<file path="src/rtl/hazard_pkg.sv">
// Shared types and constants for the Filter-GPU hazard controller.
// Optional perf counters in hazard_ctrl are enabled by HAZ_PERF_CNT_EN.
package hazard_pkg;

  typedef enum logic [1:0] {
    FWD_REG = 2'b00,
    FWD_WB  = 2'b01,
    FWD_MEM = 2'b10
  } fwd_sel_t;

  typedef enum logic {
    IDLE = 1'b0,
    BUSY = 1'b1
  } mem_state_t;

  localparam int MEM_LAT_MAX = 16;
  localparam int MEM_CNT_W   = $clog2(MEM_LAT_MAX);

  // The M-stage result is younger than W, so it wins when both match.
  function automatic fwd_sel_t fwd_sel(input logic m_hit, input logic w_hit);
    if (m_hit)
      return FWD_MEM;
    else if (w_hit)
      return FWD_WB;
    else
      return FWD_REG;
  endfunction

endpackage

</file>
<file path="src/rtl/hazard_mem_timer.sv">
// Memory-wait sequencer: holds the M stage for MEM_LAT-1 cycles per memory op.
// Reset aborts an in-flight wait; the op is not resumed.
module hazard_mem_timer
  import hazard_pkg::*;
#(
  parameter int MEM_LAT = 1
) (
  input  logic clk,
  input  logic reset,
  input  logic MemReqM,
  output logic memstall,
  output logic MemBusy
);

  localparam bit HAS_WAIT = (MEM_LAT > 1);
  localparam logic [MEM_CNT_W-1:0] CNT_INIT =
    HAS_WAIT ? MEM_CNT_W'(MEM_LAT - 2) : '0;

  mem_state_t             state_reg, state_next;
  logic [MEM_CNT_W-1:0]   cnt_reg, cnt_next;

  always_ff @(posedge clk or posedge reset) begin
    if (reset) begin
      state_reg <= IDLE;
      cnt_reg   <= '0;
    end else begin
      state_reg <= state_next;
      cnt_reg   <= cnt_next;
    end
  end

  always_comb begin
    state_next = state_reg;
    cnt_next   = cnt_reg;
    memstall   = 1'b0;
    case (state_reg)
      IDLE: begin
        if (MemReqM && HAS_WAIT) begin
          memstall   = 1'b1;
          cnt_next   = CNT_INIT;
          state_next = BUSY;
        end
      end
      BUSY: begin
        // Final BUSY cycle belongs to the same op, so MemReqM is not sampled.
        if (cnt_reg != '0) begin
          memstall = 1'b1;
          cnt_next = cnt_reg - 1'b1;
        end else begin
          state_next = IDLE;
        end
      end
      default: state_next = IDLE;
    endcase
    if (reset)
      memstall = 1'b0;
  end

  assign MemBusy = (state_reg == BUSY);

endmodule

</file>
<file path="src/rtl/hazard_ctrl.sv">
// Hazard controller: E-stage forwarding, load-use stall, branch flush, memory wait.
// Define HAZ_PERF_CNT_EN to add saturating StallCnt/FlushCnt perf counters.
module hazard_ctrl
  import hazard_pkg::*;
#(
  parameter int REG_ADDR_W = 4,
  parameter int MEM_LAT    = 1,
  parameter int CNT_W      = 32
) (
  input  logic                  clk,
  input  logic                  reset,
  input  logic [REG_ADDR_W-1:0] RA1D,
  input  logic [REG_ADDR_W-1:0] RA2D,
  input  logic [REG_ADDR_W-1:0] RA1E,
  input  logic [REG_ADDR_W-1:0] RA2E,
  input  logic [REG_ADDR_W-1:0] WA3E,
  input  logic [REG_ADDR_W-1:0] WA3M,
  input  logic [REG_ADDR_W-1:0] WA3W,
  input  logic                  RegWriteM,
  input  logic                  RegWriteW,
  input  logic                  MemtoRegE,
  input  logic                  MemReqM,
  input  logic                  BranchTakenE,
  output logic [1:0]            ForwardAE,
  output logic [1:0]            ForwardBE,
  output logic                  StallF,
  output logic                  StallD,
  output logic                  StallE,
  output logic                  StallM,
  output logic                  FlushD,
  output logic                  FlushE,
  output logic                  FlushW,
  output logic                  MemBusy
`ifdef HAZ_PERF_CNT_EN
  ,
  output logic [CNT_W-1:0]      StallCnt,
  output logic [CNT_W-1:0]      FlushCnt
`endif
);

  if (MEM_LAT < 1 || MEM_LAT > MEM_LAT_MAX) begin : g_bad_mem_lat
    $error("hazard_ctrl: MEM_LAT out of range");
  end
  if (CNT_W < 1) begin : g_bad_cnt_w
    $error("hazard_ctrl: CNT_W must be positive");
  end

  logic memstall;
  logic ldr;

  hazard_mem_timer #(
    .MEM_LAT (MEM_LAT)
  ) u_mem_timer (
    .clk      (clk),
    .reset    (reset),
    .MemReqM  (MemReqM),
    .memstall (memstall),
    .MemBusy  (MemBusy)
  );

  assign ForwardAE = fwd_sel(RegWriteM && (RA1E == WA3M), RegWriteW && (RA1E == WA3W));
  assign ForwardBE = fwd_sel(RegWriteM && (RA2E == WA3M), RegWriteW && (RA2E == WA3W));

  assign ldr = MemtoRegE && ((RA1D == WA3E) || (RA2D == WA3E));

  // Memory wait freezes everything, including a pending branch; branch beats load-use.
  always_comb begin
    StallF = 1'b0;
    StallD = 1'b0;
    StallE = 1'b0;
    StallM = 1'b0;
    FlushD = 1'b0;
    FlushE = 1'b0;
    FlushW = 1'b0;
    if (memstall) begin
      StallF = 1'b1;
      StallD = 1'b1;
      StallE = 1'b1;
      StallM = 1'b1;
      FlushW = 1'b1;
    end else if (BranchTakenE) begin
      FlushD = 1'b1;
      FlushE = 1'b1;
    end else if (ldr) begin
      StallF = 1'b1;
      StallD = 1'b1;
      FlushE = 1'b1;
    end
  end

`ifdef HAZ_PERF_CNT_EN
  logic [CNT_W-1:0] stall_cnt_reg;
  logic [CNT_W-1:0] flush_cnt_reg;

  always_ff @(posedge clk or posedge reset) begin
    if (reset) begin
      stall_cnt_reg <= '0;
      flush_cnt_reg <= '0;
    end else begin
      if (StallD && (stall_cnt_reg != {CNT_W{1'b1}}))
        stall_cnt_reg <= stall_cnt_reg + 1'b1;
      if (FlushE && (flush_cnt_reg != {CNT_W{1'b1}}))
        flush_cnt_reg <= flush_cnt_reg + 1'b1;
    end
  end

  assign StallCnt = stall_cnt_reg;
  assign FlushCnt = flush_cnt_reg;
`endif

endmodule

</file>
<file path="config.mk">
export PLATFORM = sky130hd
export DESIGN_NAME = hazard_ctrl
export DESIGN_NICKNAME = d
export VERILOG_FILES = /design/src/rtl/hazard_pkg.sv /design/src/rtl/hazard_mem_timer.sv /design/src/rtl/hazard_ctrl.sv
export SDC_FILE = /design/constraint.sdc
export NUM_CORES = 1
export LEC_CHECK = 0
export BUFFER_PORTS_ARGS = -buffer_cell sky130_fd_sc_hd__buf_2
export CORE_MARGIN = 10
export CORE_UTILIZATION = 34
export CTS_CLUSTER_DIAMETER = 80
export DETAILED_ROUTE_END_ITERATION = 12
export PLACE_DENSITY_LB_ADDON = 0.05
export SLEW_MARGIN = 20
export SYNTH_ARGS = -nofsm -noshare
export SYNTH_HDL_FRONTEND = slang
export SYNTH_SLANG_ARGS = --single-unit
</file>
<file path="constraint.sdc">
create_clock -name clk -period 1.4 [get_ports clk]
set_input_delay 0.07 -clock clk [delete_from_list [all_inputs] [get_ports clk]]
set_output_delay 0.07 -clock clk [all_outputs]
set_load 0.02 [all_outputs]
</file>
### Word level (Yosys, flattened, before mapping)

Cells that the tools add are included.

* logic and storage cells: 32
* bits in registers: 5

* multiplexer cells: 15
* reductions and logical operators: 8
* add/sub/neg operators: 1
* equal/unequal tests: 6

Operator list (number)
* 4-bit equality test: 6
* 1-bit 2-to-1 mux: 13
* 1-bit logical AND: 5
* 2-bit 2-to-1 mux: 2
* 4-bit nonzero test: 1
* 4-bit by 1-bit subtractor with 4-bit output (second input constant): 1
* 2-bit AND reduction: 1
* 1-bit logical OR: 1

### Longest topological paths before layout

Gate-level depths: netlist of the first run.

* depth in word-level cells: 6
* mapped depth: 6

### Cells and area by module

From an unflattened synthesis of the first run, not the netlist that was laid out.

* cell total of the unflattened synthesis: 66
* area total of the unflattened synthesis: 568.0 um^2

By module, submodules not included
* hazard_ctrl: times used 1, cells each 44, area each 331.6 um^2, seq. area each 0.0 um^2
* hazard_mem_timer: times used 1, cells each 22, area each 236.5 um^2, seq. area each 125.1 um^2

### Least setup slack after synthesis of the first run

OpenSTA, ideal clock, no wires.

* path type: flip-flop to output port
* start point: register u_mem_timer.cnt_reg[0]
* end point: output port FlushE
* arrival: 1561 ps
* setup slack: -231 ps
* cell stages (with the launch flop): 7
* path through: dfrtp_1 inv_1 ha_1 inv_1 o31ai_4 nor2_2 o31ai_2

* cells in the longest elaborated chain, start to end: 5

Ends and longest elaborated chain
* from (decl): RTL line hazard_mem_timer.sv:20 `logic [MEM_CNT_W-1:0] cnt_reg, cnt_next;`
* from (signal assigned): RTL line hazard_mem_timer.sv:28 `cnt_reg <= cnt_next;`
* 4-bit nonzero test: RTL line hazard_mem_timer.sv:46 `if (cnt_reg != '0) begin`
* 1-bit 2-to-1 mux: RTL line hazard_mem_timer.sv:46
* 1-bit 2-to-1 mux: RTL line hazard_mem_timer.sv:36 `case (state_reg)`
* 1-bit 2-to-1 mux: RTL line hazard_mem_timer.sv:55 `if (reset)`
* 1-bit 2-to-1 mux: RTL line hazard_ctrl.sv:75 `if (memstall) begin`
* to (decl): RTL line hazard_ctrl.sv:31 `output logic FlushE,`

Every way passes these cells.

### Worst setup path after layout of the first run

* start point: register u_mem_timer.cnt_reg[1]
* end point: output port FlushE

Same word-level chain as after synthesis.

==> results.md, run 1 <==
| Result | This run |
| --- | --- |
| Violations in the final reports | negative setup slack |
| Design Power | 0.0004841 W |
| Seq/Total Area, Yosys | 0.2183 |
| Hold slack | 308.6 ps |
| Status | finished with violations |
| Final Hold Viols | 0 |
| Fmax | 618.9 MHz |
| Wire length of the first global-routing pass | 2.566 mm |
| Crit path largest cell delay | 370 ps |
| Setup Skew | 4.952 ps |
| TritonRoute pass-1 iters | 2 |
| Final nets | 158 |
| Die Outline Area | 3728 µm² |
| Number of flip-flops under the largest register name | 4 |
| Max FO, Critical Path | 4 |
| Core Rows | 14 |
| Wire per inst | 12.45 µm |
| Maximum buffer depth of the clock tree | 2 |
| Cells along the critical path | inv_1, ha_2, inv_2, o31ai_4, nor2_2, o31ai_4, buf_6 |
| CTS Sinks | 5 |
| Initial antenna violation count | 0 |
| Remaining antenna violation count after routing | 0 |
| Synth top area share | 0.2598 |
| Final Non-Filler Cells | 137 |
| Area inside the core boundary | 1541 µm² |
| Synth Flop Type | dfrtp_1 |
| Number of storage elements in the synthesis netlist | 5 |
| IR drop worst, VDD | 0.8445 mV |
| Pin count of the biggest net entering global routing | 6 |
| Type of the worst min-delay path | in -> async |
| Antenna Diode Count | 0 |
| Fraction of registers with async set or reset after synthesis | 1.000 |
| Top Ports | 47 |
| Part of the cycle the worst path needs | 1.154 |
| Leading cell types by count after synthesis | 17 x xor2_1, 9 x xnor2_1, 7 x inv_1, 5 x dfrtp_1, 5 x nand2_1 |
| Final Max Slew Viols | 0 |
| Layout cells sized above 1 | 0.5124 |
| DRC violation total after the first TritonRoute iteration | 13 |
| CTS tree | built |
| Residual DRC count | 0 |
| Setup violators final | 7 |
| Fin worst setup slack | -215.8 ps |
| Residual overflow from global routing | 0 |
| Post-synthesis cell area | 573.1 µm² |
| Half-perimeter wire length after placement | 1.511 mm |
| Static power due to leakage | 0.5001 nW |
| Global routing usage summed across all routing layers | 0.08461 |
| Yosys warns | 0 |
| Quantity of I/O buffers inserted on ports | 45 |
| # placed instances | 130 |
| Post-detailed-routing wire length | 1.705 mm |
| Transition time at the pin with the least slew margin | 435.7 ps |
| Die Y | 61.06 µm |
| Endpoint required time on the critical path | 1330 ps |
| Final GP Congestion | 0.7350 |
| Average cell area after synthesis | 8.683 µm² |
| Max-cap check violation count | 0 |
| CP dominant cell by count | o31ai_4 |
| Vias per std cell | 4.613 |
| Power density over the cells | 518.7 nW/µm² |
| Syn nets | 102 |
| Clock tree root driver cell | clkbuf_4 |
| Number of enable-type register cells in the synthesized netlist | 0 |
| Fill cell count | 136 |
| Synthesized netlist cell count | 66 |
| Worst-skew pair later-pin latency | 240 ps |
| Die Wd | 61.06 µm |
| Post-layout min period | 1616 ps |
| Vias after detailed routing | 632 |
| Arrival time at the worst endpoint | 1550 ps |
| Synth-to-layout area growth | 62.88% |
| CTS H-Tree Depth | 1 |
| CP max stage cell | dfrtp_1 |
| Count of distinct cell types in the synthesized netlist | 19 |
| Clock-pin slew on the worst setup and hold paths | 40 ps |
| Launching element type of the critical path | flop |
| Kind of capture point of the worst setup path | output port |
| Worst rel slew slack | 0.7057 |
| Effective utilization at floorplan | 0.3718 |
| Post-synth top area cell | xor2_1 |
| Count leader, synth | xor2_1 |
| Unrepaired setup endpoints after global routing | true |
| Biggest area contributors in the synthesized netlist | xor2_1 26%, dfrtp_1 22%, xnor2_1 14% |
| Classification of the worst setup path | reg -> out |
| Number of global-route vias before repair | 674 |
| Num CTS Buffers | 3 |
## cell usage in the layout (no fill, tap or decap), types with 3 or more instances in the layout
cell type	netlist	routed
inv_1	7	6
dfrtp_1	5	5
nor4_1	4	4
nand2_1	5	5
clkbuf_4	0	3
buf_6	0	4
xor2_1	17	17
buf_2	0	39
xnor2_1	9	9
buf_4	3	10
## worst max-delay path: cells and delay by family (launching register included)
family                   cells  cell delay, ps
flip-flops                   1             370
AO/OA/AOI/OAI                2             420
adder cells (fa/ha/maj)      1             180
AND/OR/NAND/NOR              1              80
buffers and inverters        3             260
## power by group
group | leakage, nW | total, W | switching [W] | internal [W]
sequential | 0.0699 | 0.000145 | 0 | 0.000145
combinational | 0.415 | 0.000174 | 0.0000856 | 0.0000881
clock | 0.0150 | 0.000165 | 0.0000576 | 0.000108
total | 0.500 | 0.000484 | 0.000143 | 0.000341
## metal layers
metal  wire, µm  share of wire  track usage
met1        659           0.39      0.09368
met2        728           0.43       0.1369
met3        317           0.19      0.06173
met4          0              0            0
met5          0              0            0
## final cells by class
class,count,area (µm²),area share
inverter,7,26.28,0.02815
clock buffer,4,26.28,0.02815
tap,16,20.02,0.02145
multi-input combinational,51,410.4,0.4397
timing repair buffer,54,325.3,0.3485
sequential,5,125.1,0.1340
## final timing paths
| kind | cells past startpoint | slack (ps) | startpoint | end |
|---|---|---|---|---|
| min in group clk | 3 | 480 | BranchTakenE | StallF |
| max in group asynchronous | 3 | 920 | reset | u_mem_timer.MemBusy |
| setup / recovery | 7 | -220 | u_mem_timer.cnt_reg[1] | FlushE |
| hold reg to reg | 1 | 540 | u_mem_timer.cnt_reg[3] | u_mem_timer.cnt_reg[3] |
| hold / removal | 3 | 310 | reset | u_mem_timer.cnt_reg[0] |
| setup reg to reg | 7 | 10 | u_mem_timer.cnt_reg[1] | u_mem_timer.cnt_reg[3] |
## stage by stage
step	setup TNS (ps)	setup WS [ps]	utilization	area, µm²
global placement	-6.693	-6.693	0.5511	849.6
detailed placement	-51.77	-51.77	0.5511	849.6
floorplan	-210.2	-146.4	-	581.8
finish	-1359	-215.8	0.6055	933.4
CTS	-1791	-290.1	0.5974	920.9
global route	-2116	-312.1	0.6055	933.4
## kinds of logic after synthesis
| family | count (synthesis) | synth area share |
|---|---|---|
| and+or+nand+nor | 17 | 0.1485 |
| buffers and inverters | 10 | 0.08516 |
| xor gates and xnor gates | 26 | 0.3974 |
| DFF | 5 | 0.2183 |
| adders and majority gates | 1 | 0.02183 |
| AOI/OAI and AO/OA | 7 | 0.1288 |
## timing repair
item / in CTS / in global routing
cloned: 0 / 0
pin swaps: 4 / 2
buffers inserted: 1 / 1
hold buffers: 1 / 0
hold endpoints to repair: 5 / 0
gates resized for setup: 10 / 2
endpoints found under the setup margin: 7 / 11
No activity file was read; power rests on OpenSTA's default activity.
==> run 2, diff against run 1 <==
--- a/config.mk
+++ b/config.mk
@@ -11,6 +11,7 @@
 export CTS_CLUSTER_DIAMETER = 80
 export DETAILED_ROUTE_END_ITERATION = 12
 export PLACE_DENSITY_LB_ADDON = 0.05
+export RECOVER_POWER = 25
 export SLEW_MARGIN = 20
 export SYNTH_ARGS = -nofsm -noshare
 export SYNTH_HDL_FRONTEND = slang
==> results.md, run 2 (synthesized netlist as in run 1, its figures left out) <==
| Result | This run | Delta |
| --- | --- | --- |
| Remaining antenna violation count after routing | 0 | unchanged |
| Worst rel slew slack | 0.7058 | about the same |
| Maximum buffer depth of the clock tree | 2 | unchanged |
| Combined area of the multi-input logic cells | 410.4 µm² | unchanged |
| Classification of the worst setup path | reg -> out |  |
| Relative contribution of combinational cells to total power | 0.358 | about the same |
| Post-Place Setup Slack | -51.77 ps | unchanged |
| Hold slack | 326.4 ps | +17.77 ps |
| Core Rows | 14 | unchanged |
| IR drop worst, VDD | 0.8444 mV | about the same |
| Transition time at the pin with the least slew margin | 435.5 ps | -0.1775 ps |
| Fmax | 618.9 MHz | unchanged |
| Endpoint required time on the critical path | 1330 ps | about the same |
| Portion of total power attributed to the clock network | 0.342 | about the same |
| Effective utilization at floorplan | 0.3718 | unchanged |
| Power density over the cells | 518.9 nW/µm² | about the same |
| Arrival time at the worst endpoint | 1550 ps | about the same |
| Internal power | 0.0003404 W | -0.12% |
| Half-perimeter wire length after placement | 1.511 mm | unchanged |
| TritonRoute pass-1 iters | 2 | unchanged |
| Antenna Diode Count | 0 | unchanged |
| Die Wd | 61.06 µm | unchanged |
| Sequential fraction of design power | 0.300 | about the same |
| Setup Skew | 4.952 ps | unchanged |
| Global routing usage summed across all routing layers | 0.08461 | unchanged |
| Fin worst setup slack | -215.8 ps | +0.001000 ps |
| Wire length of the first global-routing pass | 2.566 mm | unchanged |
| Die Y | 61.06 µm | unchanged |
| Max-cap check violation count | 0 | unchanged |
| Worst-skew pair later-pin latency | 240 ps | about the same |
| Final Hold Viols | 0 | unchanged |
| Final nets | 158 | unchanged |
| Type of the worst min-delay path | in -> async |  |
| Die Outline Area | 3728 µm² | unchanged |
| Fill cell count | 137 | +0.74% |
| CTS H-Tree Depth | 1 | unchanged |
| Clock tree root driver cell | clkbuf_4 |  |
| Final Max Slew Viols | 0 | unchanged |
| Residual DRC count | 0 | unchanged |
| Vias after detailed routing | 632 | unchanged |
| Quantity of I/O buffers inserted on ports | 45 | unchanged |
| Setup violators final | 7 | unchanged |
| Initial antenna violation count | 0 | unchanged |
| Static power due to leakage | 0.4974 nW | -0.55% |
| Residual overflow from global routing | 0 | unchanged |
| Launching element type of the critical path | flop |  |
| Kind of capture point of the worst setup path | output port |  |
| Wire per inst | 12.44 µm | about the same |
| Most common cell after layout, fill and taps aside | buf_2 |  |
| Pin count of the biggest net entering global routing | 6 | unchanged |
| Max FO, Critical Path | 4 | unchanged |
| Number of global-route vias before repair | 674 | unchanged |
| Unrepaired setup endpoints after global routing | true |  |
| Number of flip-flops under the largest register name | 4 | unchanged |
| Switching pwr | 0.0001433 W | about the same |
| CTS Sinks | 5 | unchanged |
| Commonest non-fill, non-tap cells in the layout | 38 x buf_2, 17 x xor2_1, 10 x buf_4 |  |
| Num CTS Buffers | 3 | unchanged |
| DRC violation total after the first TritonRoute iteration | 13 | unchanged |
| Synth-to-layout area growth | 62.66% |  |
| Vias per std cell | 4.613 | unchanged |
| Post-detailed-routing wire length | 1.704 mm | about the same |
| Top Ports | 47 | unchanged |
| Post-layout min period | 1616 ps | -0.001000 ps |
| Status | finished with violations |  |
| Net switching share of the total power | 0.2962 | +0.0003030 |
| Register area | 125.1 µm² | unchanged |
| Violations in the final reports | negative setup slack |  |
| Final GP Congestion | 0.7350 | unchanged |
| Area inside the core boundary | 1541 µm² | unchanged |
| Clock-pin slew on the worst setup and hold paths | 40 ps | about the same |
| CTS tree | built |  |
| Layout cells sized above 1 | 0.5041 | -0.008264 |
| Part of the cycle the worst path needs | 1.154 | about the same |
run 2: cell count changes in the layout (fill, tap and decap cells not counted):
cell	change
buf_2	-1
clkbuf_1	+1
run 2: worst paths after layout:
path | start | endpoint | slack (ps) | depth (start not counted)
max in group asynchronous | reset | u_mem_timer.MemBusy | 900 | 3
min | reset | u_mem_timer.cnt_reg[0] | 330 | 3
max | u_mem_timer.cnt_reg[1] | FlushE | -220 | 7
min reg2reg | u_mem_timer.cnt_reg[3] | u_mem_timer.cnt_reg[3] | 540 | 1
min in group clk | BranchTakenE | StallF | 480 | 3
max reg2reg | u_mem_timer.cnt_reg[1] | u_mem_timer.cnt_reg[3] | 10 | 7
run 2: metrics by stage:
stage	util	TNS, ps	cell area, µm²	cells	power, W
after CTS	0.5974	-1791	920.9	136	0.0004868
after global routing	0.6047	-2117	932.1	137	0.0005086
after detailed placement	0.5511	-51.77	849.6	130	0.0003160
after global placement	0.5511	-6.693	849.6	130	0.0003146
final	0.6047	-1361	932.1	137	0.0004837
after floorplan	-	-210.2	581.8	66	0.0002325
run 2: cell type report:
cell class | instances | area share
Inverter | 7 | 0.02819
Multi-Input combinational cell | 51 | 0.4403
Tap cell | 16 | 0.02148
Clock buffer | 4 | 0.02819
Sequential cell | 5 | 0.1342
Timing Repair Buffer | 54 | 0.3477
run 2: critical path: stages (launching register included):
cell and delay (ps):
dfrtp_1 370, inv_1 70, ha_2 180, inv_2 40, o31ai_4 240, nor2_2 80
o31ai_4 180, buf_6 150
run 2: repair_timing:
item                       in CTS  in global routing
pin swaps                       4                  2
hold buffers                    1                  0
setup endpoints to repair       7                 11
gates cloned                    0                  0
resized for setup              10                  2
setup buffers                   1                  1
hold endpoints to repair        5                  0
run 2: metal layers:
metal | up-vias | part of all wire | track usage
met4 | 0 | 0 | 0
li1 | 323 | - | -
met3 | 0 | 0.19 | 0.06173
met5 | - | 0 | 0
met2 | 36 | 0.43 | 0.1369
met1 | 273 | 0.39 | 0.09368
run 2: power by group through the flow:
stage               Clock [W]  Combinational (W)  Sequential [W]
floorplan                   0          0.0000853        0.000147
global placement            0           0.000167        0.000147
detailed placement          0           0.000169        0.000147
CTS                  0.000167           0.000175        0.000145
global route         0.000174           0.000189        0.000145
finish               0.000165           0.000173        0.000145
==> run 3, diff against run 2 <==
--- a/config.mk
+++ b/config.mk
@@ -7,7 +7,7 @@
 export LEC_CHECK = 0
 export BUFFER_PORTS_ARGS = -buffer_cell sky130_fd_sc_hd__buf_2
 export CORE_MARGIN = 10
-export CORE_UTILIZATION = 34
+export CORE_UTILIZATION = 37
 export CTS_CLUSTER_DIAMETER = 80
 export DETAILED_ROUTE_END_ITERATION = 12
 export PLACE_DENSITY_LB_ADDON = 0.05
==> constraint.sdc (replaced) <==
create_clock -name clk -period 1.8 [get_ports clk]
set_input_delay 0.09 -clock clk [delete_from_list [all_inputs] [get_ports clk]]
set_output_delay 0.09 -clock clk [all_outputs]
set_load 0.02 [all_outputs]
==> results.md, run 3 (synthesized netlist as in run 1, its figures left out) <==
| Result | This run | Delta |
| --- | --- | --- |
| Status | finished with violations |  |
| Violations in the final reports | negative setup slack |  |
| Critical path depth in cells | 7 | unchanged |
| GR Util met3 | 0.05365 | -0.008080 |
| Maximum buffer depth of the clock tree | 2 | unchanged |
| Design Power | 0.0003789 W | -22% |
| Setup Skew | 2.314 ps | -2.638 ps |
| CTS Sinks | 5 | unchanged |
| Die Outline Area | 3523 µm² | -5.5% |
| Cell Area, Placed | 803.3 µm² | -5.4% |
| Fmax | 544.0 MHz |  |
| Transition time at the pin with the least slew margin | 363.0 ps | -72.54 ps |
| Type of the worst min-delay path | in -> async |  |
| Hold slack | 392.7 ps | +66.27 ps |
| Residual overflow from global routing | 0 | unchanged |
| Final standard cell area without fillers | 895.9 µm² | -3.9% |
| IR drop worst, VDD | 0.2737 mV | -68% |
| Launching element type of the critical path | flop |  |
| CP max stage cell | dfrtp_1 |  |
| Worst r2r dst | u_mem_timer.cnt_reg[3] |  |
| Global-route layer with the greatest usage | met2 |  |
| Final Max Slew Viols | 0 | unchanged |
| Setup violators final | 1 | -6 |
| Worst rel slew slack | 0.7558 | +0.04995 |
| GR Util met1 | 0.09599 | +0.002313 |
| Clock-pin slew on the worst setup and hold paths | 40 ps | about the same |
| Crit path launch | u_mem_timer.cnt_reg[1] |  |
| Commonest non-fill, non-tap cells in the layout | 42 x buf_2, 17 x xor2_1, 9 x xnor2_1 |  |
| Vias per std cell | 4.615 | about the same |
| Wire length of the first global-routing pass | 2.615 mm | +1.9% |
| Power density over the cells | 423.0 nW/µm² | -18% |
| Residual DRC count | 0 | unchanged |
| Post-detailed-routing wire length | 1.708 mm | +0.23% |
| Reg-to-Reg Start | u_mem_timer.cnt_reg[1] |  |
| Post-Place Setup Slack | 276.0 ps | +327.8 ps |
| Arrival time at the worst endpoint | 1750 ps | +200 ps |
| Fin worst setup slack | -38.19 ps | +177.7 ps |
| Capturing element of the worst setup path | FlushE |  |
| Part of the cycle the worst path needs | 1.021 |  |
| DRC violation total after the first TritonRoute iteration | 5 | -8 |
| Worst reg2reg setup slack | 190 ps | +180 ps |
| Wire per inst | 12.65 µm | +1.7% |
| Kind of capture point of the worst setup path | output port |  |
| Core Rows | 14 | unchanged |
| Static power due to leakage | 0.4833 nW | -2.8% |
| Die Wd | 59.36 µm | -2.8% |
| Post-layout min period | 1838 ps |  |
| Most common cell after layout, fill and taps aside | buf_2 |  |
| Global routing usage summed across all routing layers | 0.09828 | +0.01368 |
| Pin count of the biggest net entering global routing | 6 | unchanged |
| Buffering stage count on the worst path with inverters included | 3 | unchanged |
| Final GP Congestion | 0.7061 | -3.9% |
| Unrepaired setup endpoints after global routing | true |  |
| Worst-skew pair later-pin latency | 250 ps | about the same |
| Initial antenna violation count | 0 | unchanged |
| Endpoint required time on the critical path | 1710 ps | +380 ps |
| Crit path largest cell delay | 390 ps | +20 ps |
| Antenna Diode Count | 0 | unchanged |
| Total Neg Setup Slack | -38.19 ps | +1323 ps |
| Category of cells accounting for the largest share of critical-path delay | compound AO/OA/AOI/OAI gates |  |
| Max FO, Critical Path | 4 | unchanged |
| Synth-to-layout area growth | 56.33% |  |
| Number of global-route vias before repair | 651 | -3.4% |
| Cells along the critical path | inv_1, ha_2, inv_2, o31ai_4, nor2_4, o31ai_2, buf_4 |  |
| Max-cap check violation count | 0 | unchanged |
| Final nets | 156 | -1.3% |
| Die Y | 59.36 µm | -2.8% |
| Vias after detailed routing | 623 | -1.4% |
| Effective utilization at floorplan | 0.3849 | +0.01312 |
| Classification of the worst setup path | reg -> out |  |
| Top Ports | 47 | unchanged |
| Met2 track utilization from global routing | 0.1590 | +0.02210 |
| CTS H-Tree Depth | 1 | unchanged |
| TritonRoute pass-1 iters | 3 | +1 |
| Layout cells sized above 1 | 0.5042 | about the same |
| Number of flip-flops under the largest register name | 4 | unchanged |
| Quantity of I/O buffers inserted on ports | 45 | unchanged |
| Half-perimeter wire length after placement | 1.483 mm | -1.8% |
| Final Hold Viols | 0 | unchanged |
| Remaining antenna violation count after routing | 0 | unchanged |
| Reg2Reg Depth | 8 | +1 |
| Area inside the core boundary | 1489 µm² | -3.4% |
| CTS tree | built |  |
| Num CTS Buffers | 3 | unchanged |
| Clock tree root driver cell | clkbuf_4 |  |
run 3: changes by cell type in the layout (fill, tap and decap cells not counted), sizes merged:
cell,change
buf,-2
run 3: power by group:
group | total (W) | switching [W] | internal [W]
Sequential | 0.000113 | 0 | 0.000113
Clock | 0.000135 | 0.0000507 | 0.0000841
Combinational | 0.000131 | 0.0000645 | 0.0000669
run 3: layout make-up:
class,instances,area (µm²)
fillers,152,593.1
multi-input cells,51,410.4
repair buffers,52,287.8
flip-flops and latches,5,125.1
clock buffers,4,26.28
inverters,7,26.28
well taps,16,20.02
run 3: how the worst min path moves through the flow:
stage           from                      to  cells after the start
2_1_floorplan  reset     u_mem_timer.MemBusy                      1
6_report       reset  u_mem_timer.cnt_reg[2]                      3
5_1_grt        reset     u_mem_timer.MemBusy                      3
3_3_place_gp   reset  u_mem_timer.cnt_reg[2]                      2
3_5_place_dp   reset     u_mem_timer.MemBusy                      2
4_1_cts        reset     u_mem_timer.MemBusy                      3
run 3: per-layer routing:
metal  vias to the layer above  part of all wire
li1                        320                 -
met1                       267              0.35
met2                        31              0.51
met3                         5              0.11
met4                         0             0.023
met5                         -                 0
run 3: stage by stage:
step / std cells / util
detailed placement: 125 / 0.5395
global placement: 125 / 0.5395
global route: 135 / 0.6017
floorplan: 66 / -
finish: 135 / 0.6017
CTS: 130 / 0.5655
run 3: timing repair:
action / in CTS / in global routing
pin swaps: 0 / 4
hold buffers: 1 / 0
gates resized for setup: 1 / 6
setup endpoints to repair: 1 / 1
setup buffers: 0 / 5
hold endpoints to repair: 5 / 0
run 3: worst register-to-register path: stages (launching register included):
cell and delay [ps]:
dfrtp_1 390, inv_1 70, ha_2 180, inv_2 40, o31ai_4 320, buf_4 170
buf_4 120, nor4_1 50, xor2_1 140
